### src/rtl/leg_solver_pkg.sv
// Shared definitions for the leg_solver block: FSM states and default width.
package leg_solver_pkg;

  localparam int unsigned WIDTH_DEFAULT = 8;

  typedef enum logic [2:0] {
    StIdle,
    StSquare,
    StDiff,
    StSqrt,
    StDone
  } state_e;

endpackage

### src/rtl/leg_solver_isqrt_step.sv
// One iteration of the bit-by-bit integer square root (restoring form).
module isqrt_step #(
  parameter int unsigned NUM_W = 16
) (
  input  logic [NUM_W-1:0] num,
  input  logic [NUM_W-1:0] res,
  input  logic [NUM_W-1:0] sq_bit,
  output logic [NUM_W-1:0] num_next,
  output logic [NUM_W-1:0] res_next
);

  logic [NUM_W:0] trial;
  logic           take;

  // Compare against res+bit one bit wider so the sum can never wrap.
  always_comb begin
    trial = {1'b0, res} + {1'b0, sq_bit};
    take  = ({1'b0, num} >= trial);
    if (take) begin
      num_next = num - res - sq_bit;
      res_next = (res >> 1) + sq_bit;
    end else begin
      num_next = num;
      res_next = res >> 1;
    end
  end

endmodule

### src/rtl/leg_solver.sv
// Computes y = floor(sqrt(r^2 - x^2)) with fixed latency; flags x > r.
module leg_solver
  import leg_solver_pkg::*;
#(
  parameter int unsigned WIDTH = WIDTH_DEFAULT
) (
  input  logic             clk,
  input  logic             rst,
  input  logic             start,
  input  logic [WIDTH-1:0] r_in,
  input  logic [WIDTH-1:0] x_in,
  output logic             busy,
  output logic             done,
  output logic [WIDTH-1:0] y_out,
  output logic             err
);

  localparam int unsigned NUM_W = 2 * WIDTH;
  localparam int unsigned CNT_W = $clog2(WIDTH + 1);

  state_e             state_q, state_d;
  logic [WIDTH-1:0]   r_q, r_d;
  logic [WIDTH-1:0]   x_q, x_d;
  logic [NUM_W-1:0]   rsq_q, rsq_d;
  logic [NUM_W-1:0]   xsq_q, xsq_d;
  logic [NUM_W-1:0]   num_q, num_d;
  logic [NUM_W-1:0]   res_q, res_d;
  logic [NUM_W-1:0]   bit_q, bit_d;
  logic [CNT_W-1:0]   cnt_q, cnt_d;
  logic               flag_q, flag_d;
  logic [WIDTH-1:0]   y_q, y_d;
  logic               err_q, err_d;
  logic               done_q, done_d;

  logic [NUM_W-1:0]   r_ext, x_ext;
  logic [NUM_W-1:0]   step_num, step_res;

  isqrt_step #(
    .NUM_W (NUM_W)
  ) u_isqrt_step (
    .num      (num_q),
    .res      (res_q),
    .sq_bit   (bit_q),
    .num_next (step_num),
    .res_next (step_res)
  );

  // Zero-extend operands so the products keep all 2*WIDTH bits.
  always_comb begin
    r_ext = {{WIDTH{1'b0}}, r_q};
    x_ext = {{WIDTH{1'b0}}, x_q};
  end

  // Next-state and datapath control.
  always_comb begin
    state_d = state_q;
    r_d     = r_q;
    x_d     = x_q;
    rsq_d   = rsq_q;
    xsq_d   = xsq_q;
    num_d   = num_q;
    res_d   = res_q;
    bit_d   = bit_q;
    cnt_d   = cnt_q;
    flag_d  = flag_q;
    y_d     = y_q;
    err_d   = err_q;
    done_d  = 1'b0;
    unique case (state_q)
      StIdle: begin
        if (start) begin
          r_d     = r_in;
          x_d     = x_in;
          state_d = StSquare;
        end
      end
      StSquare: begin
        rsq_d   = r_ext * r_ext;
        xsq_d   = x_ext * x_ext;
        state_d = StDiff;
      end
      StDiff: begin
        if (xsq_q > rsq_q) begin
          num_d  = '0;
          flag_d = 1'b1;
        end else begin
          num_d  = rsq_q - xsq_q;
          flag_d = 1'b0;
        end
        res_d   = '0;
        bit_d   = {2'b01, {(NUM_W - 2){1'b0}}};
        cnt_d   = CNT_W'(WIDTH);
        state_d = StSqrt;
      end
      StSqrt: begin
        // Always runs all WIDTH iterations so latency is operand-independent.
        num_d = step_num;
        res_d = step_res;
        bit_d = bit_q >> 2;
        cnt_d = cnt_q - 1'b1;
        if (cnt_q == CNT_W'(1)) begin
          state_d = StDone;
        end
      end
      StDone: begin
        y_d     = res_q[WIDTH-1:0];
        err_d   = flag_q;
        done_d  = 1'b1;
        state_d = StIdle;
      end
      default: state_d = StIdle;
    endcase
  end

  // State and datapath registers with synchronous reset.
  always_ff @(posedge clk) begin
    if (rst) begin
      state_q <= StIdle;
      r_q     <= '0;
      x_q     <= '0;
      rsq_q   <= '0;
      xsq_q   <= '0;
      num_q   <= '0;
      res_q   <= '0;
      bit_q   <= '0;
      cnt_q   <= '0;
      flag_q  <= 1'b0;
      y_q     <= '0;
      err_q   <= 1'b0;
      done_q  <= 1'b0;
    end else begin
      state_q <= state_d;
      r_q     <= r_d;
      x_q     <= x_d;
      rsq_q   <= rsq_d;
      xsq_q   <= xsq_d;
      num_q   <= num_d;
      res_q   <= res_d;
      bit_q   <= bit_d;
      cnt_q   <= cnt_d;
      flag_q  <= flag_d;
      y_q     <= y_d;
      err_q   <= err_d;
      done_q  <= done_d;
    end
  end

  // Output drive.
  always_comb begin
    busy  = (state_q != StIdle);
    done  = done_q;
    y_out = y_q;
    err   = err_q;
  end

endmodule
### config.mk
export PLATFORM = sky130hd
export DESIGN_NAME = leg_solver
export DESIGN_NICKNAME = d
export VERILOG_FILES = /design/src/rtl/leg_solver_pkg.sv /design/src/rtl/leg_solver_isqrt_step.sv /design/src/rtl/leg_solver.sv
export SDC_FILE = /design/constraint.sdc
export NUM_CORES = 1
export LEC_CHECK = 0
export CAP_MARGIN = 0
export CELL_PAD_IN_SITES_DETAIL_PLACEMENT = 2
export CELL_PAD_IN_SITES_GLOBAL_PLACEMENT = 2
export CORE_MARGIN = 4
export CORE_UTILIZATION = 39
export DETAILED_ROUTE_END_ITERATION = 12
export PLACE_DENSITY_LB_ADDON = 0.15
export SLEW_MARGIN = 20
export SYNTH_ARGS = -nofsm -noshare
export SYNTH_HDL_FRONTEND = slang
export SYNTH_SLANG_ARGS = --single-unit
### constraint.sdc
create_clock -name clk -period 5.6 [get_ports clk]
set_input_delay 1.12 -clock clk [delete_from_list [all_inputs] [get_ports clk]]
set_output_delay 1.12 -clock clk [all_outputs]
set_load 0.02 [all_outputs]
; ---- Word level (Yosys, flattened, before mapping)
; Index checks and enable logic that the tools add are counted.
[totals]
register_bits = 114
latch_bits = 0
ramBits = 0
mem_bits_ro = 0
input_bits = 19
output_inout_bits = 11
elab_cells = 49
mem_count = 0
[op_classes]
n_addsub = 6
n_mul = 2
div_mod_pow = 0
n_lt_le_gt_ge = 2
n_eq_ne = 8
n_shift = 0
mux = 12
bitwise = 0
n_reduce_logical = 6
[op_table]
columns = op, count
row1 = 16-bit case mux with 2 select lines, 3
row2 = 16-bit two-way mux, 3
row3 = 16-bit subtractor, 3
row4 = 8-bit by 8-bit multiplier with 16-bit output, 2
row5 = 16-bit by 16-bit adder with 17-bit output, 1
row6 = 16-bit by 17-bit greater-or-equal comparator with 1-bit output, 1
row7 = 15-bit by 16-bit adder with 16-bit output, 1
row8 = 16-bit > comparator, 1
row9 = 3-bit case mux with 4 select lines, 1
row10 = 4-bit case mux with 2 select lines, 1
row11 = 3-bit by 2-bit == test with 1-bit output (second input constant), 2
row12 = 3-bit two-way mux, 2
row13 = 2-bit AND reduction, 3
row14 = 4-bit by 1-bit == test with 1-bit output (second input constant), 1
row15 = 2-bit != test (second input constant), 2
row16 = 4-bit by 1-bit subtractor with 4-bit output (second input constant), 1
row17 = 3-bit by 1-bit == test with 1-bit output (second input constant), 1
row18 = 3-bit == test (second input constant), 1
row19 = 3-bit zero test, 1
row20 = 3-bit nonzero test, 1
row21 = 1-bit two-way mux, 2
row22 = 2-bit by 1-bit != test with 1-bit output (second input constant), 1
row23 = 2-bit nonzero test, 1

; ---- Logic depth before layout (Yosys ltp)
[logic_depth]
word_depth = 4
depth_mapped = 21
mapped_depth_nobuf = 19

; ---- By module
; A second synthesis with hierarchy kept.
[unflattened]
hier_cells = 1366
area_unflattened_um2 = 11220.8
[modules_own_cells]
columns = mod, n_inst, cells_per_inst, area_each_um2, seq_area_each_um2
row1 = leg_solver, 1, 949, 7867.5, 2082.0
row2 = isqrt_step, 1, 417, 3353.2, 0.0

; ---- Worst setup path before layout
; Ideal clock, no wire load.
[synth_timing]
path_type = register -> register
startpoint = register x_q[2]
endpoint = register xsq_q[14]
setup_ns = 0.106
arrival_ns = 4.173
t_required_ns = 5.494
setup_slack_ns = 1.321
path_stages_with_launch = 16
n_path_buf = 1
period_less_slack_ns = 4.279
path_cell_list = dfxtp_1 -> clkbuf_1 -> and2_1 -> fa_1 -> fa_1 -> inv_1 -> fa_1 -> fa_1 -> inv_1 -> ha_1 -> nor2_1 -> nor3_1 -> a211o_1 -> o311ai_0 -> or4_1 -> o311ai_0
[synth_via]
elab_chain_cells = 1
[synth_rtl]
columns = element, line_no
row1 = from (decl), leg_solver.sv:23  ; logic [WIDTH-1:0] x_q, x_d;
row2 = from (signal assigned), leg_solver.sv:120  ; x_q <= '0;
row3 = from (signal assigned), leg_solver.sv:134  ; x_q <= x_d;
row4 = 8-bit by 8-bit multiplier with 16-bit output, leg_solver.sv:79  ; xsq_d = x_ext * x_ext;
row5 = to (signal assigned), leg_solver.sv:136  ; xsq_q <= xsq_d;
row6 = to (decl), leg_solver.sv:25  ; logic [NUM_W-1:0] xsq_q, xsq_d;
; No other way between the ends.
; A chain may end at the register's enable or synchronous reset.

; ---- Final worst setup path
[layout_timing]
startpoint = register res_q[2]
endpoint = register num_q[4]
[layout_via]
elab_chain_cells = 4
word_cells_on_any_way = 8
cone_classes = add/sub: 3 / order compare: 1 / eq/ne: 1 / mux: 2 / reduce/logical: 1
[layout_rtl]
columns = element, line_no
row1 = from (decl), leg_solver.sv:27  ; logic [NUM_W-1:0] res_q, res_d;
row2 = from (signal assigned), leg_solver.sv:138  ; res_q <= res_d;
row3 = 16-bit subtractor / 16-bit by 16-bit adder with 17-bit output (equally long branches), "leg_solver_isqrt_step.sv:20, leg_solver_isqrt_step.sv:17"
row4 = 16-bit subtractor / 16-bit by 17-bit greater-or-equal comparator with 1-bit output (equally long branches), "leg_solver_isqrt_step.sv:20, leg_solver_isqrt_step.sv:18"
row5 = 16-bit two-way mux / 2-bit by 1-bit != test with 1-bit output (equally long branches), --
row6 = 16-bit case mux with 2 select lines / 2-bit AND reduction (equally long branches), --
row7 = to (signal assigned), leg_solver.sv:137  ; num_q <= num_d;
row8 = to (decl), leg_solver.sv:26  ; logic [NUM_W-1:0] num_q, num_d;
; Several ways; a longest one is shown, not always the timed one. The select of a mux whose other input is x is not followed.

==> results.sh <==
export IMPL_cp_required_ns=5.82
export IMPL_synth_edff_count=0
export IMPL_cts_tree="built"
export IMPL_antenna_found_initial=0
export IMPL_grt_pass1_vias=9543
export IMPL_ctsHtreeMaxLevel=3
export IMPL_cap_viol_max_count=0
export IMPL_clock_root_buffer="clkbuf_16"
export IMPL_cts_made_buffers=9
export IMPL_clk_latency_ns=0.37
export IMPL_synth_nets=1485
export IMPL_cp_start_kind="flop"
export IMPL_drive_above_1_share=0.0386
export IMPL_synthFlopType="dfxtp_1"
export IMPL_grt_use_total=0.210
export IMPL_p_total_uw=2330
export IMPL_cts_resized=0
export IMPL_drt_initial_drc_count=337
export IMPL_hp_class="reg2reg"
export IMPL_synthTopCellsByArea="dfxtp_1 (20%), ha_1 (17%), fa_1 (12%)"
export IMPL_r2r_cells=18
export IMPL_io_pins=30
export IMPL_cp_arrival_ns=5.25
export IMPL_synth_area_um2=10200
export IMPL_n_fill_cell=2901
export IMPL_synth_common_cells="nand2_1 (174), inv_1 (149), ha_1 (141), a21oi_1 (113), dfxtp_1 (104)"
export IMPL_end_kind="flop"
export IMPL_vdd_drop_max_mv=0.131
export IMPL_async_flop_share=0
export IMPL_clk_pin_slew_ns=0.10
export IMPL_worst_pin_slew_ns=0.769
export IMPL_leakagePower_uw=0.00493
export IMPL_die_h_um=170
export IMPL_post_cts_setup_buffers=0
export IMPL_yosys_register_bits=104
export IMPL_postCtsHoldBufs=0
export IMPL_fin_tns_setup_ns=0
export IMPL_relSlewSlack=0.488
export IMPL_drtPass1Iterations=4
export IMPL_n_antenna_cell=0
export IMPL_path_class="reg2reg"
export IMPL_clock_path_buffers=2
export IMPL_die_area_um2=28800
export IMPL_yosysUniqueCellTypes=65
export IMPL_antenna_left=0
export IMPL_finalSetupViolCount=0
export IMPL_pwr_density_cell_nw_per_um2=211
export IMPL_drv_slew=0
export IMPL_pre_cts_ws_ns=0.699
export IMPL_yosysWarnings=0
export IMPL_synth_top_area_cell="dfxtp_1"
export IMPL_holdPathStages=2
export IMPL_yosysMostFrequentCell="nand2_1"
export IMPL_synthCells=1265
export IMPL_drc_errors=0
export IMPL_port_buffers=29
export IMPL_area_growth_pct=8.39
export IMPL_post_route_period_util=0.898
export IMPL_synth_area_per_cell_um2=8.07
export IMPL_routed_wl_um=29600
export IMPL_coreArea_um2=25500
export IMPL_detailed_place_hpwl_um=23900
export IMPL_grt_max_degree=70
export IMPL_outcome="complete, no violations"
export IMPL_num_rows=58
export IMPL_hold_viol_final=0
export IMPL_dr_total_vias=8570
export IMPL_start_util=0.401
export IMPL_post_drt_via_cell_ratio=5.36
export IMPL_ys_seq_area_frac=0.204
export IMPL_finalWorstSetupSlack_ns=0.574
export IMPL_rsz0062_at_grt="false"
export IMPL_grt_overflow=0
export IMPL_gp_congestion=0.813
export IMPL_path_max_fanout=19
export IMPL_detail_route_wl_per_cell_um=18.5
export IMPL_cts_sinks=104
export IMPL_synth_top_area_frac=0.204
export IMPL_max_freq_mhz=199
export IMPL_nets=1483
export IMPL_finalCriticalPeriod_ns=5.03
export IMPL_skew_ns=0.0156
export IMPL_grt_pass1_wl_um=49400
export IMPL_die_w_um=170
flip-flops by register name, indices dropped and copies added, names as in the netlist:
register,count
bit_q,8
cnt_q,4
done,1
err,1
flag_q,1
num_q,16
r_q,8
res_q,16
rsq_q,15
state_q,3
x_q,8
xsq_q,15
y_out,8
metal layers:
metal	share of wire	global-route usage	up-vias
met5	0	0	-
met1	0.44	0.251	4282
li1	-	-	4211
met2	0.54	0.403	49
met3	0.011	0.0214	28
met4	0.014	0.0455	0
path summary, 6_finish.rpt:
check	startpoint	to	slack, ns
worst min register to register	xsq_q[4]	xsq_q[4]	0.46
worst min-delay path	xsq_q[4]	xsq_q[4]	0.46
worst max-delay path	res_q[2]	num_q[4]	0.57
worst max register to register	res_q[2]	num_q[4]	0.57
cell families (layout without fill, tap and decap cells):
family                   after synthesis  after routing  synth area share
AND/OR/NAND/NOR                      397            397             0.181
AO/OA/AOI/OAI                        271            271             0.168
adder cells (fa/ha/maj)              201            201             0.290
buffers and inverters                200            203            0.0772
flip-flops                           104            104             0.204
XOR/XNOR                              84             84            0.0721
multiplexers                           8              8           0.00796
layout by cell type, fill, tap and decap left out, types with 5 or more instances in the layout:
cell type | netlist | layout
xor2_1 | 32 | 32
ha_1 | 141 | 141
o21ai_0 | 49 | 49
mux2i_1 | 7 | 7
dfxtp_1 | 104 | 104
a211oi_1 | 11 | 11
or3_1 | 5 | 5
buf_4 | 2 | 10
and3_1 | 10 | 10
nand2_1 | 174 | 174
o21a_1 | 8 | 8
or2_2 | 7 | 7
nor2b_1 | 10 | 10
fa_1 | 60 | 60
o21bai_1 | 5 | 5
nand3_1 | 21 | 21
a31oi_1 | 21 | 21
nand2b_1 | 10 | 10
clkbuf_16 | 0 | 9
nor3_1 | 29 | 29
nor2_1 | 65 | 64
and2_1 | 43 | 43
xnor2_1 | 52 | 52
a21oi_1 | 113 | 113
nand3b_1 | 8 | 8
clkdlybuf4s50_1 | 0 | 28
inv_1 | 149 | 149
a21o_1 | 19 | 19
final cells by class:
cell class,instances,area (µm²),share of cell area
clock buffers,9,225,0.0203
flip-flops and latches,104,2080,0.188
multi-input cells,961,7350,0.664
clock inverters,7,85.1,0.00769
repair buffers,38,355,0.0321
well taps,330,413,0.0373
inverters,149,559,0.0505
metrics by stage:
stage	util	instances	cell area, µm²	hold slack [ns]
after global placement	0.422	1582	10800	0.441
final	0.435	1598	11100	0.459
after detailed placement	0.422	1582	10800	0.452
after global routing	0.435	1598	11100	0.483
after CTS	0.435	1598	11100	0.463
after floorplan	-	1265	10200	0.428
worst max-delay path: stages (launching register included):
cell	delay, ns
dfxtp_1	0.50
inv_1	0.13
ha_1	0.37
a31oi_1	0.29
o21bai_1	0.19
a31oi_1	0.40
o21ai_0	0.26
a31oi_1	0.30
o21bai_1	0.14
xnor2_1	0.14
ha_1	0.31
nand3_1	0.10
nor4_1	0.33
o21ai_1	0.25
a31oi_4	0.56
buf_4	0.28
o21ai_0	0.11
a21oi_1	0.15
nor3_1	0.06
where the power goes:
part           total, µW  internal [µW]  leakage [µW]  switching (µW)
logic                829            331       0.00394             497
clock network        679            320      0.000146             359
registers            827            775      0.000844            51.9
(Power assumes the default switching activity.)
